**src/rtl/spi_slave_shifter_pkg.sv**
```systemverilog
// Shared types and helpers for the SPI slave shifter.
// Edge selection is a pure function of the SPI mode bits.
package spi_pkg;

    typedef enum logic {
        IDLE,
        ACTIVE
    } state_t;

    // Mode 0 and mode 3 sample on the rising SCLK edge
    function automatic logic sample_on_rise(input logic cpol, input logic cpha);
        return cpol == cpha;
    endfunction

endpackage

```
**src/rtl/spi_slave_shifter_if.sv**
```systemverilog
// SPI pins plus word-level data path of the slave shifter.
// The slave modport faces the design, the master modport the driver.
interface spi_slave_shifter_if #(
    parameter int WIDTH = 10
);
    logic             sclk;
    logic             cs_n;
    logic             mosi;
    logic             miso;
    logic [WIDTH-1:0] tx_data;
    logic             tx_load;
    logic [WIDTH-1:0] rx_data;
    logic             rx_valid;
    logic             frame_err;
    logic             busy;

    modport slave (
        input  sclk, cs_n, mosi, tx_data, tx_load,
        output miso, rx_data, rx_valid, frame_err, busy
    );

    modport master (
        output sclk, cs_n, mosi, tx_data, tx_load,
        input  miso, rx_data, rx_valid, frame_err, busy
    );
endinterface

```
**src/rtl/spi_slave_shifter_sync2.sv**
```systemverilog
// Two-flop synchroniser with a selectable reset value.
module sync2 #(
    parameter logic RST_VAL = 1'b0
) (
    input  logic clk,
    input  logic rst_n,
    input  logic d,
    output logic q
);
    logic meta;

    always_ff @(posedge clk or negedge rst_n) begin
        if (!rst_n) begin
            meta <= RST_VAL;
            q    <= RST_VAL;
        end else begin
            meta <= d;
            q    <= meta;
        end
    end
endmodule

```
**src/rtl/spi_slave_shifter.sv**
```systemverilog
// Oversampling SPI slave: deserialises WIDTH-bit words from MOSI
// and serialises a held transmit word on MISO, back-to-back per frame.
module spi_slave_shifter
    import spi_pkg::*;
#(
    parameter int WIDTH     = 10,
    parameter bit CPOL      = 1'b0,
    parameter bit CPHA      = 1'b0,
    parameter bit LSB_FIRST = 1'b0
) (
    input logic            clk,
    input logic            rst_n,
    spi_slave_shifter_if.slave bus
);
    localparam int             CW    = $clog2(WIDTH);
    localparam logic           SRISE = sample_on_rise(CPOL, CPHA);
    localparam logic [CW-1:0]  LAST  = CW'(WIDTH - 1);

    logic sclk_s, cs_s, mosi_s;
    logic sclk_d, cs_d;
    logic sample_p, shift_p, cs_fall_p, cs_rise_p;
    logic [1:0] warm;
    logic armed;

    state_t state, state_nx;

    logic [WIDTH-1:0] rx_shift, rx_next, rx_data_q;
    logic [WIDTH-1:0] tx_hold, tx_shift, tx_word;
    logic [CW-1:0]    bit_cnt;
    logic             fresh, rx_valid_q, frame_err_q;
    logic             active, last_bit, word_done, enter, leave, err;

    sync2 #(.RST_VAL(CPOL)) u_sclk (.clk(clk), .rst_n(rst_n), .d(bus.sclk), .q(sclk_s));
    sync2 #(.RST_VAL(1'b1)) u_cs   (.clk(clk), .rst_n(rst_n), .d(bus.cs_n), .q(cs_s));
    sync2 #(.RST_VAL(1'b0)) u_mosi (.clk(clk), .rst_n(rst_n), .d(bus.mosi), .q(mosi_s));

    // The sync chain powers up reading cs_n high, so a frame only arms
    // once cs_n is genuinely seen high after the chain has filled.
    always_ff @(posedge clk or negedge rst_n) begin
        if (!rst_n) begin
            sclk_d    <= CPOL;
            cs_d      <= 1'b1;
            sample_p  <= 1'b0;
            shift_p   <= 1'b0;
            cs_fall_p <= 1'b0;
            cs_rise_p <= 1'b0;
            warm      <= 2'd0;
            armed     <= 1'b0;
        end else begin
            sclk_d    <= sclk_s;
            cs_d      <= cs_s;
            sample_p  <= SRISE ? (sclk_s & ~sclk_d) : (~sclk_s & sclk_d);
            shift_p   <= SRISE ? (~sclk_s & sclk_d) : (sclk_s & ~sclk_d);
            cs_fall_p <= cs_d & ~cs_s;
            cs_rise_p <= ~cs_d & cs_s;
            if (warm != 2'd3) warm <= warm + 2'd1;
            if (warm == 2'd3 && cs_s) armed <= 1'b1;
        end
    end

    assign active    = (state == ACTIVE);
    assign last_bit  = (bit_cnt == LAST);
    assign word_done = active & sample_p & last_bit;
    assign enter     = (state == IDLE) & cs_fall_p & armed;
    assign leave     = active & cs_rise_p;
    assign err       = leave & ~word_done & ((bit_cnt != '0) | sample_p);
    assign tx_word   = tx_load_bypass();
    assign rx_next   = LSB_FIRST ? {mosi_s, rx_shift[WIDTH-1:1]}
                                 : {rx_shift[WIDTH-2:0], mosi_s};

    function automatic logic [WIDTH-1:0] tx_load_bypass();
        return bus.tx_load ? bus.tx_data : tx_hold;
    endfunction

    always_ff @(posedge clk or negedge rst_n) begin
        if (!rst_n) state <= IDLE;
        else        state <= state_nx;
    end

    always_comb begin
        state_nx = state;
        unique case (state)
            IDLE:    if (enter)     state_nx = ACTIVE;
            ACTIVE:  if (cs_rise_p) state_nx = IDLE;
            default: state_nx = IDLE;
        endcase
    end

    always_ff @(posedge clk or negedge rst_n) begin
        if (!rst_n) begin
            rx_shift    <= '0;
            rx_data_q   <= '0;
            bit_cnt     <= '0;
            rx_valid_q  <= 1'b0;
            frame_err_q <= 1'b0;
            tx_hold     <= '0;
            tx_shift    <= '0;
            fresh       <= 1'b0;
        end else begin
            rx_valid_q  <= word_done;
            frame_err_q <= err;
            if (bus.tx_load) tx_hold <= bus.tx_data;
            if (word_done)   rx_data_q <= rx_next;
            if (enter || leave) begin
                rx_shift <= '0;
                bit_cnt  <= '0;
            end else if (active && sample_p) begin
                rx_shift <= rx_next;
                bit_cnt  <= last_bit ? '0 : bit_cnt + 1'b1;
            end
            // A freshly loaded word must hold its first bit through the
            // next shift edge so the master can sample it.
            if (enter) begin
                tx_shift <= tx_word;
                fresh    <= CPHA;
            end else if (word_done) begin
                tx_shift <= tx_word;
                fresh    <= 1'b1;
            end else if (active && shift_p) begin
                if (fresh)          fresh    <= 1'b0;
                else if (LSB_FIRST) tx_shift <= tx_shift >> 1;
                else                tx_shift <= tx_shift << 1;
            end
        end
    end

    assign bus.miso      = active ? (LSB_FIRST ? tx_shift[0] : tx_shift[WIDTH-1]) : 1'b0;
    assign bus.rx_data   = rx_data_q;
    assign bus.rx_valid  = rx_valid_q;
    assign bus.frame_err = frame_err_q;
    assign bus.busy      = active;
endmodule

```
**src/flat_wrapper.sv**
```systemverilog
// flat-port wrapper written by rule: the top's interface ports become plain ports
module spi_slave_shifter_flat import spi_pkg::*;
#(
    parameter int WIDTH     = 10,
    parameter bit CPOL      = 1'b0,
    parameter bit CPHA      = 1'b0,
    parameter bit LSB_FIRST = 1'b0
)
  (clk, rst_n, bus_sclk, bus_cs_n, bus_mosi, bus_tx_data, bus_tx_load, bus_miso, bus_rx_data, bus_rx_valid, bus_frame_err, bus_busy);
  spi_slave_shifter_if #(.WIDTH(WIDTH)) bus_i ();
  input logic clk;
  input logic rst_n;
  input wire logic [$bits(bus_i.sclk)-1:0] bus_sclk;
  input wire logic [$bits(bus_i.cs_n)-1:0] bus_cs_n;
  input wire logic [$bits(bus_i.mosi)-1:0] bus_mosi;
  input wire logic [$bits(bus_i.tx_data)-1:0] bus_tx_data;
  input wire logic [$bits(bus_i.tx_load)-1:0] bus_tx_load;
  output wire logic [$bits(bus_i.miso)-1:0] bus_miso;
  output wire logic [$bits(bus_i.rx_data)-1:0] bus_rx_data;
  output wire logic [$bits(bus_i.rx_valid)-1:0] bus_rx_valid;
  output wire logic [$bits(bus_i.frame_err)-1:0] bus_frame_err;
  output wire logic [$bits(bus_i.busy)-1:0] bus_busy;
  assign bus_i.sclk = bus_sclk;
  assign bus_i.cs_n = bus_cs_n;
  assign bus_i.mosi = bus_mosi;
  assign bus_i.tx_data = bus_tx_data;
  assign bus_i.tx_load = bus_tx_load;
  assign bus_miso = bus_i.miso;
  assign bus_rx_data = bus_i.rx_data;
  assign bus_rx_valid = bus_i.rx_valid;
  assign bus_frame_err = bus_i.frame_err;
  assign bus_busy = bus_i.busy;
  spi_slave_shifter #(.WIDTH(WIDTH), .CPOL(CPOL), .CPHA(CPHA), .LSB_FIRST(LSB_FIRST)) u_core (.clk(clk), .rst_n(rst_n), .bus(bus_i));
endmodule
```
**config.mk**
```make
export PLATFORM = sky130hd
export DESIGN_NAME = spi_slave_shifter_flat
export DESIGN_NICKNAME = d
export VERILOG_FILES = /design/src/rtl/spi_slave_shifter_pkg.sv /design/src/rtl/spi_slave_shifter_if.sv /design/src/rtl/spi_slave_shifter_sync2.sv /design/src/rtl/spi_slave_shifter.sv /design/src/flat_wrapper.sv
export SDC_FILE = /design/constraint.sdc
export NUM_CORES = 1
export LEC_CHECK = 0
export BUFFER_PORTS_ARGS = -buffer_cell sky130_fd_sc_hd__buf_4
export CORE_ASPECT_RATIO = 1.5
export CORE_MARGIN = 3
export CORE_UTILIZATION = 35
export DETAILED_ROUTE_END_ITERATION = 10
export PLACE_DENSITY = 0.57
export SLEW_MARGIN = 20
export SYNTH_ARGS = -nofsm -noshare
export SYNTH_HDL_FRONTEND = slang
export SYNTH_HIERARCHICAL = 1
export SYNTH_SLANG_ARGS = --single-unit
```
**constraint.sdc**
```tcl
create_clock -name clk -period 2.5 [get_ports clk]
set_input_delay 0 -clock clk [delete_from_list [all_inputs] [get_ports clk]]
set_output_delay 0 -clock clk [all_outputs]
set_load 0.01 [all_outputs]
```
==> summary.txt, run 1 <==
Status
  • Status: finished clean

Cells and area
  • Reg area: between 0.0015 and 0.002 mm²
  • Util after Layout: around 46%
  • Area of the multi-input gates: approximately 840 µm²
  • Net count, final: around 230
  • Ant. Diodes: 0
  • Synth-to-layout area growth: 24.7%
  • Layout cells sized above 1: approximately two fifths
  • Fillcell total: between 500 and 600

Synthesis
  • Cell Area, Synth: 0.00245 mm²
  • Register area share after synthesis: 63.6%
  • Cell variety after synth: 34
  • Mapped Avg Cell Area: about 15 µm²
  • Mapped Cells: 161
  • Synth async-reset ratio: 100%
  • Synthesized Nets: 181
  • Post-synth EDFFs: 0
  • Ys flop type: dfrtp_1
  • YS warnings: 6
  • #FFs+latches synth: between 60 and 70

Hold path
  • HP Start: bus_tx_load
  • HP Class: in2reg
  • Hold path depth: 2
  • Hold endpoint: u_core/tx_hold[1]

GRT
  • Initial antenna violation count: 0
  • Tot GR Track Use: between 10% and 20%
  • Number of global-route vias before repair: around 1,500
  • First-pass GRT wire length: 7000 µm
  • Grt ovf: 0
  • Largest net degree at the start of global routing: 63

Route
  • Routed length per instance: 14.3 µm
  • Antenna-violating nets left: 0
  • DRT iter0 DRCs: 70
  • Drt drc: 0
  • DR vias: between 1,000 and 1,500
  • Vias per cell: roughly 5
  • WL final: 4120 µm
  • Drt first pass iters: 4

Timing
  • Pins Over Slew Limit: 0
  • Final worst path period share: between 70 and 80%
  • Final min period: approximately 1.9 ns
  • Final hold violations: 0
  • Setup repair after global routing missed its margin: no
  • Achievable Freq: ~530 MHz
  • Final Worst Setup Slack: approximately 0.6 ns
  • Final Setup Violations: 0
  • Hold WS: between 0.04 and 0.05 ns
  • Post-Route Skew: about 0.0063 ns
  • Slew Limit Headroom: between 40% and 50%
  • Setup TNS: 0 ns
  • Worst-Margin Slew: 0.763 ns

Setup path
  • R2r endpoint: u_core/bus.rx_data[9]
  • Worst path arrival time: approximately 2.1 ns
  • R2R Setup Slk: ~0.6 ns
  • CP Max Fanout: 13
  • RR Startpoint: u_core/bit_cnt[1]
  • WP data required: ~2.7 ns
  • Worst reg2reg path depth: 5
  • Worst setup SP type: register
  • Crit Path Category: reg2reg
  • Critical path origin: u_core/bit_cnt[1]
  • Worst setup EP type: register

Die
  • Die width: 74.3 µm
  • Die H: 108 µm
  • Ports: 30
  • Num rows: 36
  • CORE AREA: 0.00662 mm²
  • Initial Util: a little under two fifths
  • Die area: roughly 0.0080 mm²

CTS
  • CTS sink count: 62
  • Total setup buffers inserted after CTS: 0
  • Worst skew pair latency: approximately 0.33 ns
  • CTS H-tree lvls: 3
  • Clk root buf: clkbuf_8
  • Cts bufs inserted: 9
  • Longest Clk Path Bufs: 2
  • CTS tree: yes
  • Clock-pin slew on the worst setup and hold paths: ~0.070 ns

Placed design
  • Number of port buffers: 29
  • Place WS: between 0.5 and 0.6 ns
  • Detailed placer's ending HPWL: 2790 µm
  • Routability cong.: 0.758

Run
  • Max cap viols: 0

Power and ir drop
  • Lkg Pwr: approximately 1.4 nW
  • Power Total: 2.36 mW
  • Power density over cell area: 774 mW/mm²
  • Maximum VDD drop: roughly 0.00037 V
==> cell families after synthesis <==
group | synth area share [%]
mux | 18.4
compound gates | 6.91
simple gates | 6.29
buf+inv | 2.05
xor+xnor | 0.716
flops | 63.6
fa+ha+maj | 2.05
==> worst max-delay path, stage by stage, from the launching register on <==
cell and delay [ns]:
dfrtp_1 0.42, inv_1 0.10, ha_1 0.20, nand3b_4 0.13
nor2_2 0.52, mux2_2 0.41
==> area by class of cell <==
| type | count | share of cell area, % |
|---|---|---|
| tap | 76 | 3.12 |
| sequential | 62 | 51.0 |
| clock inverter | 4 | 1.56 |
| timing repair buffer | 43 | 11.7 |
| inverter | 3 | 0.369 |
| clock buffer | 11 | 4.64 |
| multi-input combinational | 90 | 27.6 |
==> power breakdown <==
part	internal, mW	switching, mW	total, mW	leakage (nW)
combinational	0.205	0.129	0.334	0.551
clock	0.478	0.355	0.834	0.0952
sequential	1.12	0.0682	1.19	0.778
==> worst max-delay path by stage <==
stage / end / slack, ns / cells past startpoint
4_1_cts: u_core/bus.rx_data[0] / 0.57 / 5
2_1_floorplan: u_core/bus.rx_data[0] / 0.95 / 6
3_3_place_gp: u_core/bus.rx_data[3] / 0.71 / 5
3_5_place_dp: u_core/bus.rx_data[0] / 0.60 / 5
5_1_grt: u_core/bus.rx_data[9] / 0.48 / 5
6_report: u_core/bus.rx_data[9] / 0.60 / 5
==> synthesized netlist by cell type, types with 2 or more instances <==
| cell | n | area share (%) |
|---|---|---|
| buf_2 | 4 | 0.82 |
| o211ai_1 | 2 | 0.61 |
| nor2b_1 | 4 | 1.0 |
| nand3b_1 | 2 | 0.61 |
| ha_1 | 4 | 2.0 |
| dfrtp_1 | 59 | 60 |
| a21oi_1 | 2 | 0.41 |
| mux2_1 | 4 | 1.8 |
| and2_1 | 3 | 0.77 |
| dfstp_2 | 3 | 3.2 |
| mux2_2 | 36 | 17 |
| a22o_1 | 9 | 3.2 |
| inv_1 | 3 | 0.46 |
| nand2_1 | 3 | 0.46 |
| nand3_1 | 2 | 0.41 |
| o21ai_0 | 3 | 0.61 |
==> layout by cell type (no fill, tap or decap), types with 2 or more instances in the layout <==
cell type      count
nand2_1            3
nand3_1            2
clkbuf_8          10
buf_4             29
a22o_1             9
dlygate4sd3_1     14
dfstp_2            3
ha_1               4
mux2_2            36
clkinv_2           2
and2_1             3
o211ai_1           2
inv_1              3
mux2_1             4
a21oi_1            2
dfrtp_1           59
nor2b_1            4
o21ai_0            3
nand3b_1           2
==> what timing repair did <==
| action | CTS | global route |
|---|---|---|
| resized for setup | 0 | 0 |
| hold buffers | 14 | 0 |
| endpoints found under the hold margin | 72 | 0 |
| endpoints found under the setup margin | 0 | 0 |
==> sequential cells by signal, summed over array words and instances (netlist names), 2 cells and up <==
name / count
u_core/bus.rx_data: 10
u_core/bit_cnt: 4
u_core/warm: 2
u_core/tx_hold: 10
u_core/tx_shift: 10
u_core/rx_shift: 9
==> metal layers <==
| metal | GRT usage, % | part of all wire (%) | vias to the layer above | routed length [µm] |
|---|---|---|---|---|
| li1 | - | - | 669 | - |
| met1 | 13.4 | 41 | 726 | 1710 |
| met4 | 4.96 | 2.1 | 0 | 87 |
| met2 | 19.2 | 51 | 35 | 2100 |
| met3 | 4.84 | 5.6 | 8 | 231 |
| met5 | 0 | 0 | - | 0 |
==> stage by stage <==
stage | area [µm²] | cells
after detailed placement | 2720 | 260
after CTS | 3050 | 289
after global placement | 2720 | 260
after floorplan | 2450 | 161
after global routing | 3050 | 289
final | 3050 | 289
Power figures use the tool's default switching activity.
==> inputs of run 2 (changes only) <==
--- a/config.mk
+++ b/config.mk
@@ -5,12 +5,13 @@
 export SDC_FILE = /design/constraint.sdc
 export NUM_CORES = 1
 export LEC_CHECK = 0
+export ABC_AREA = 1
 export BUFFER_PORTS_ARGS = -buffer_cell sky130_fd_sc_hd__buf_4
 export CORE_ASPECT_RATIO = 1.5
 export CORE_MARGIN = 3
 export CORE_UTILIZATION = 35
 export DETAILED_ROUTE_END_ITERATION = 10
-export PLACE_DENSITY = 0.57
+export PLACE_DENSITY = 0.58
 export SLEW_MARGIN = 20
 export SYNTH_ARGS = -nofsm -noshare
 export SYNTH_HDL_FRONTEND = slang
==> constraint.sdc (replaced) <==
create_clock -name clk -period 1.65 [get_ports clk]
set_input_delay 0 -clock clk [delete_from_list [all_inputs] [get_ports clk]]
set_output_delay 0 -clock clk [all_outputs]
set_load 0.01 [all_outputs]
==> run 2 against run 1 <==
Design area grew 1.8%. Register-to-register slack worse by 0.48 ns. Core utilization down 1.1 points. Synthesized cell count grew 57%. Area after synthesis is 2.7% higher. Wire length is 4.2% higher. Maximum frequency is 24% higher. Cell count grew 32%. Combinational power is 24% higher. First-iteration DRC count rose by 81%. Critical endpoint is now u_core/bus.rx_data[2]. Largest power group unchanged.
==> summary.txt, run 2 <==
Status
  • Status: finished clean

Timing
  • Setup TNS: 0 ns (unchanged)
  • Pins Over Slew Limit: 0 (unchanged)
  • Worst-Margin Slew: 0.747 ns (-0.0168 ns)
  • Setup repair after global routing missed its margin: no
  • Post-Route Skew: 0.00856 ns (+0.00226 ns)
  • Final min period: 1.53 ns (-0.373 ns)
  • Final worst path period share: 92.6% (+17 points)
  • Final hold violations: 0 (unchanged)
  • Final Setup Violations: 0 (unchanged)
  • Slew Limit Headroom: 50.2% (+1.1 points)
  • Achievable Freq: 654 MHz (+24%)
  • Hold WS: 0.0211 ns (-0.0233 ns)

Setup path
  • Worst path arrival time: 1.74 ns (-0.37 ns)
  • Worst setup EP type: register
  • Worst setup SP type: register
  • Crit Path Category: reg2reg
  • CP Max Fanout: 21 (+8)
  • WP data required: 1.86 ns (-0.85 ns)

Power and ir drop
  • Power density over cell area: 1080 mW/mm² (+39%)
  • Lkg Pwr: 1.55 nW (+8.6%)
  • Maximum VDD drop: 0.000481 V (+32%)
  • Sw frac: 27.4% (+4.0 points)
  • Clock power share: 35.5% (+0.2 points)
  • Psw: 0.917 mW (+66%)
  • Sequential share of power: 52.1% (+1.6 points)
  • Power Total: 3.35 mW (+42%)
  • Logic pwr share: 12.3% (-1.8 points)
  • Pint: 2.43 mW (+34%)

Route
  • DR vias: 1,726 (+20%)
  • Routed length per instance: 11.3 µm (-21%)
  • Wire length on met1: 1850 µm (+8.6%)
  • Antenna-violating nets left: 0 (unchanged)
  • Drt first pass iters: 4 (unchanged)
  • DRT iter0 DRCs: 127 (+81%)
  • WL final: 4300 µm (+4.2%)
  • Met3 Routed Length: 173 µm (-25%)
  • Drt drc: 0 (unchanged)
  • DR WL met2: 2210 µm (+5.5%)
  • Top Metal Used: met4
  • Vias per cell: 4.52 (-9.2%)

GRT
  • First-pass GRT wire length: 7360 µm (+5.1%)
  • Largest net degree at the start of global routing: 63 (unchanged)
  • Initial antenna violation count: 0 (unchanged)
  • Tot GR Track Use: 11.8% (+0.11 points)
  • Number of global-route vias before repair: 1,706 (+13%)
  • Grt ovf: 0 (unchanged)

Synthesis
  • Mapped Avg Cell Area: 9.97 µm² (-34%)
  • Ys flop type: dfrtp_1
  • Post-synth EDFFs: 0 (unchanged)
  • Post-synth top area share: 58.8% (-1.6 points)
  • Mapped Cells: 252 (+57%)
  • #FFs+latches synth: 62 (unchanged)
  • Ranking of synthesized cells by area: dfrtp_1 (59%), nand2_1 (8.5%), inv_1 (5.1%)
  • Most frequent cells after synthesis: dfrtp_1 (59), nand2_1 (57), inv_1 (34)
  • Synth async-reset ratio: 100% (unchanged)
  • Cell Area, Synth: 0.00251 mm² (+2.7%)
  • Synthesized Nets: 272 (+50%)
  • Register area share after synthesis: 61.9% (-1.7 points)
  • Biggest area consumer among synthesized cells: dfrtp_1
  • Count leader, synth: dfrtp_1
  • Cell variety after synth: 28 (-18%)
  • YS warnings: 6 (unchanged)

Cells and area
  • Final non-filler cell area: 0.00310 mm² (+1.8%)
  • Synth-to-layout area growth: 23.5%
  • Commonest non-fill, non-tap cells in the layout: dfrtp_1 (59), nand2_1 (57), inv_1 (34), buf_4 (32), o21ai_0 (19)
  • Layout cells sized above 1: 20.7% (-20 points)
  • Net count, final: 319 (+39%)
  • Ant. Diodes: 0 (unchanged)
  • Most common cell after layout, fill and taps aside: dfrtp_1
  • Post-Layout Cell Count: 382 (+32%)

CTS
  • Clock-pin slew on the worst setup and hold paths: 0.07 ns (about the same)
  • CTS sink count: 62 (unchanged)
  • Cts bufs inserted: 9 (unchanged)
  • CTS tree: yes
  • CTS H-tree lvls: 3 (unchanged)
  • Clk root buf: clkbuf_8
  • Post_cts resized: 0 (unchanged)
  • Longest Clk Path Bufs: 2 (unchanged)
  • Worst skew pair latency: 0.33 ns (about the same)

Die
  • Initial Util: 36.4% (-0.52 points)
  • Num rows: 37 (+2.8%)
  • Die H: 110 µm (+1.3%)
  • Die width: 75.2 µm (+1.2%)
  • CORE AREA: 0.00690 mm² (+4.2%)
  • Ports: 30 (unchanged)
  • Die area: 0.00825 mm² (+2.5%)

Placed design
  • Cell area after placement: 0.00279 mm² (+2.6%)
  • Routability cong.: 0.751 (-0.91%)
  • Number of port buffers: 29 (unchanged)
  • Detailed placer's ending HPWL: 2860 µm (+2.4%)
  • Dpl cells: 353 (+36%)

Hold path
  • HP Class: in2reg

Run
  • Max cap viols: 0 (unchanged)
run 2: changes by cell type after synthesis, sizes merged, moves of 4 or more:
cell,before,now
mux2,40,2
a22o,9,0
nand4,0,9
inv,3,36
nand2,4,60
nor2,2,20
nand3,2,13
nor2b,4,0
o22ai,0,9
o21ai,4,22
run 2: what timing repair did:
item | in CTS | in global routing
hold buffers | 13 | 0
endpoints found under the hold margin | 71 | 0
endpoints found under the setup margin | 0 | 0
setup buffers | 0 | 0
run 2: cells by family after synthesis:
group	synth area share (%)
buffers and inverters	7.87
muxes	0.896
xor gates and xnor gates	0.697
and+or+nand+nor	19.1
DFF	61.9
AOI/OAI and AO/OA	7.57
adders and majority gates	1.99
run 2: worst max-delay path: stages, from the launching register on:
cell	delay, ns
dfrtp_1	0.38
inv_1	0.11
ha_1	0.18
nand2_1	0.09
nor2_4	0.13
nand2_4	0.13
buf_4	0.22
nand2_1	0.07
o21ai_0	0.08
run 2: path summary, 6_finish.rpt:
kind	startpoint	to	slack [ns]	cells past startpoint
worst min-delay path	bus_tx_data[8]	u_core/tx_hold[8]	0.02	5
worst min register to register	u_core/u_mosi/meta	u_core/u_mosi/q	0.35	0
max in group asynchronous	rst_n	u_core/sclk_d	0.89	2
worst max register to register	u_core/bit_cnt[1]	u_core/bus.rx_data[2]	0.12	8
worst max-delay path	u_core/bit_cnt[1]	u_core/bus.rx_data[2]	0.12	8
min in group asynchronous	rst_n	u_core/bus.rx_valid	0.27	2
run 2: layout make-up:
cell class / count / area [µm²]
Tap cell: 78 / 97.6
Sequential cell: 62 / 1560
Clock buffer: 10 / 138
Inverter: 36 / 138
Clock inverter: 6 / 45.0
Fill cell: 657 / 3790
Timing Repair Buffer: 45 / 370
Multi-Input combinational cell: 145 / 759
run 2: per-layer routing:
| layer | vias up | GRT usage [%] |
|---|---|---|
| met1 | 793 | 13.4 |
| met4 | 0 | 5.25 |
| met2 | 26 | 19.8 |
| li1 | 900 | - |
| met5 | - | 0 |
| met3 | 7 | 4.12 |
run 2: power groups by stage:
stage	Combinational, mW	Sequential [mW]	Clock [mW]
after floorplan	0.267	1.76	0
after global placement	0.382	1.77	0
after detailed placement	0.394	1.77	0
after CTS	0.420	1.75	1.25
after global routing	0.481	1.76	1.31
final	0.413	1.74	1.19
run 2: per-stage QoR:
stage	setup slack [ns]	utilization, %
after floorplan	0.311	-
after global placement	0.187	40.4
after detailed placement	0.126	40.4
after CTS	0.114	45.0
after global routing	0.00634	45.0
final	0.122	45.0
==> inputs of run 3 (changes only) <==
--- a/config.mk
+++ b/config.mk
@@ -11,7 +11,9 @@
 export CORE_MARGIN = 3
 export CORE_UTILIZATION = 35
 export DETAILED_ROUTE_END_ITERATION = 10
+export HOLD_SLACK_MARGIN = 0.05
 export PLACE_DENSITY = 0.58
+export RECOVER_POWER = 100
 export SLEW_MARGIN = 20
 export SYNTH_ARGS = -nofsm -noshare
 export SYNTH_HDL_FRONTEND = slang
==> run 3 against run 2 <==
Core utilization is 0.31 points higher. Non-clock buffer count increased by 8. Clock-buffer cell count did not move. Via count increased by 2.8%. Register-to-register slack improved by 0.02 ns. Global-route usage is 0.30 points higher.
==> summary.txt, run 3 (synthesis results as in run 2) <==
Status
  • Status: finished clean

Timing
  • Final Setup Violations: 0 (unchanged)
  • Worst-Margin Slew: 1.31 ns (+0.560 ns)
  • Setup TNS: 0 ns (unchanged)
  • Final worst path period share: 91.5% (-1.1 points)
  • Final min period: 1.51 ns (-0.0185 ns)
  • Pins Over Slew Limit: 0 (unchanged)
  • Post-Route Skew: 0.00914 ns (+0.000577 ns)
  • Final hold violations: 0 (unchanged)
  • Setup repair after global routing missed its margin: no
  • Slew Limit Headroom: 12.9% (-37 points)
  • Hold WS: 0.324 ns (+0.302 ns)
  • Achievable Freq: 662 MHz (+1.2%)

Cells and area
  • Most common cell after layout, fill and taps aside: dfrtp_1
  • Final non-filler cell area: 0.00312 mm² (+0.69%)
  • Synth-to-layout area growth: 24.4%
  • Util after Layout: 45.3% (+0.31 points)
  • Net count, final: 327 (+2.5%)
  • Fillcell total: 666 (+1.4%)
  • Post-Layout Cell Count: 390 (+2.1%)
  • Commonest non-fill, non-tap cells in the layout: dfrtp_1 (59), nand2_1 (57), inv_1 (35), dlygate4sd3_1 (21), o21ai_0 (21)
  • Ant. Diodes: 0 (unchanged)
  • Layout cells sized above 1: 14.4% (-6.3 points)

Placed design
  • Routability cong.: 0.751 (unchanged)
  • Number of port buffers: 29 (unchanged)
  • Detailed placer's ending HPWL: 2860 µm (unchanged)
  • Cell area after placement: 0.00279 mm² (unchanged)
  • Dpl cells: 353 (unchanged)

Power and ir drop
  • Lkg Pwr: 1.51 nW (-2.3%)
  • Power density over cell area: 1070 mW/mm² (-0.50%)
  • Maximum VDD drop: 0.000479 V (-0.44%)

GRT
  • Largest net degree at the start of global routing: 63 (unchanged)
  • First-pass GRT wire length: 7560 µm (+2.7%)
  • Tot GR Track Use: 12.1% (+0.30 points)
  • Number of global-route vias before repair: 1,762 (+3.3%)
  • Grt ovf: 0 (unchanged)
  • Initial antenna violation count: 0 (unchanged)

Run
  • Max cap viols: 0 (unchanged)

CTS
  • Post-CTS Hold Fix Bufs: 21 (+8)
  • Cts bufs inserted: 9 (unchanged)
  • CTS tree: yes
  • Longest Clk Path Bufs: 2 (unchanged)
  • CTS sink count: 62 (unchanged)
  • CTS H-tree lvls: 3 (unchanged)
  • Clk root buf: clkbuf_8
  • Worst skew pair latency: 0.34 ns (about the same)
  • Total setup buffers inserted after CTS: 0 (unchanged)
  • Post_cts resized: 0 (unchanged)
  • Clock-pin slew on the worst setup and hold paths: 0.07 ns (about the same)

Setup path
  • Crit Path Category: reg2reg
  • Worst setup SP type: register
  • R2R Setup Slk: 0.14 ns (+0.02 ns)
  • Worst path arrival time: 1.76 ns (+0.02 ns)
  • Worst setup EP type: register
  • WP data required: 1.90 ns (+0.04 ns)
  • CP Max Fanout: 21 (unchanged)

Die
  • Initial Util: 36.4% (unchanged)
  • Die H: 110 µm (unchanged)
  • Die width: 75.2 µm (unchanged)
  • Die area: 0.00825 mm² (unchanged)
  • Ports: 30 (unchanged)
  • Num rows: 37 (unchanged)
  • CORE AREA: 0.00690 mm² (unchanged)

Route
  • Routed length per instance: 11.4 µm (+0.89%)
  • Drt drc: 0 (unchanged)
  • Drt first pass iters: 4 (unchanged)
  • DRT iter0 DRCs: 129 (+1.6%)
  • DR vias: 1,775 (+2.8%)
  • WL final: 4430 µm (+3.0%)
  • Antenna-violating nets left: 0 (unchanged)
  • Vias per cell: 4.55 (+0.73%)

Hold path
  • HP Class: in2reg
==> run 3: cell types whose count changed in the layout (fill, tap and decap cells not counted) <==
cell and change:
buf_4 -19, clkbuf_1 +15, dlygate4sd3_1 +8, clkbuf_4 +3, o21ai_0 +2, o21ai_1 -2
buf_2 +1, dfstp_1 +1, dfstp_2 -1, inv_1 +1, inv_2 -1, mux2_1 +1
mux2_2 -1
==> run 3: where the power goes <==
part / switching, mW / leakage, nW / internal [mW]
Clock: 0.601 / 0.0853 / 0.592
Combinational: 0.243 / 0.644 / 0.173
Sequential: 0.0802 / 0.781 / 1.66
==> run 3: stage by stage <==
| stage | total power [mW] | worst slack [ns] |
|---|---|---|
| after detailed placement | 2.17 | 0.126 |
| after global placement | 2.15 | 0.187 |
| after floorplan | 2.02 | 0.311 |
| after CTS | 3.43 | 0.114 |
| final | 3.35 | 0.140 |
| after global routing | 3.55 | 0.0139 |
==> run 3: path summary, 6_finish.rpt <==
kind | start | to | cells after the start
hold / removal | bus_cs_n | u_core/u_cs/meta | 2
setup / recovery | u_core/bit_cnt[1] | u_core/bus.rx_data[4] | 7
max in group asynchronous | rst_n | u_core/bit_cnt[2] | 2
setup reg to reg | u_core/bit_cnt[1] | u_core/bus.rx_data[4] | 7
hold reg to reg | u_core/u_mosi/meta | u_core/u_mosi/q | 0
min in group asynchronous | rst_n | u_core/bus.rx_data[6] | 2
==> run 3: critical path, stage by stage (launching register included) <==
cell,delay (ns)
dfrtp_1,0.38
inv_1,0.11
ha_1,0.17
nand2_1,0.09
nor2_4,0.13
nand2_4,0.13
buf_4,0.22
o21ai_0,0.19
==> run 3: layout make-up <==
class | instances | area (µm²) | area share [%]
Sequential cell | 62 | 1560 | 49.8
Multi-Input combinational cell | 145 | 759 | 24.3
Timing Repair Buffer | 53 | 392 | 12.5
Clock buffer | 10 | 138 | 4.41
Inverter | 36 | 138 | 4.41
Tap cell | 78 | 97.6 | 3.12
Clock inverter | 6 | 45.0 | 1.44
==> run 3: layer usage <==
layer  part of all wire, %  global-route usage (%)  wire, µm  vias up
met1                    43                    13.3      1890      820
met3                   4.4                    4.12       194        7
met2                    52                    20.9      2280       33
met4                   1.5                    5.25        65        0
met5                     0                       0         0        -
li1                      -                       -         -      915
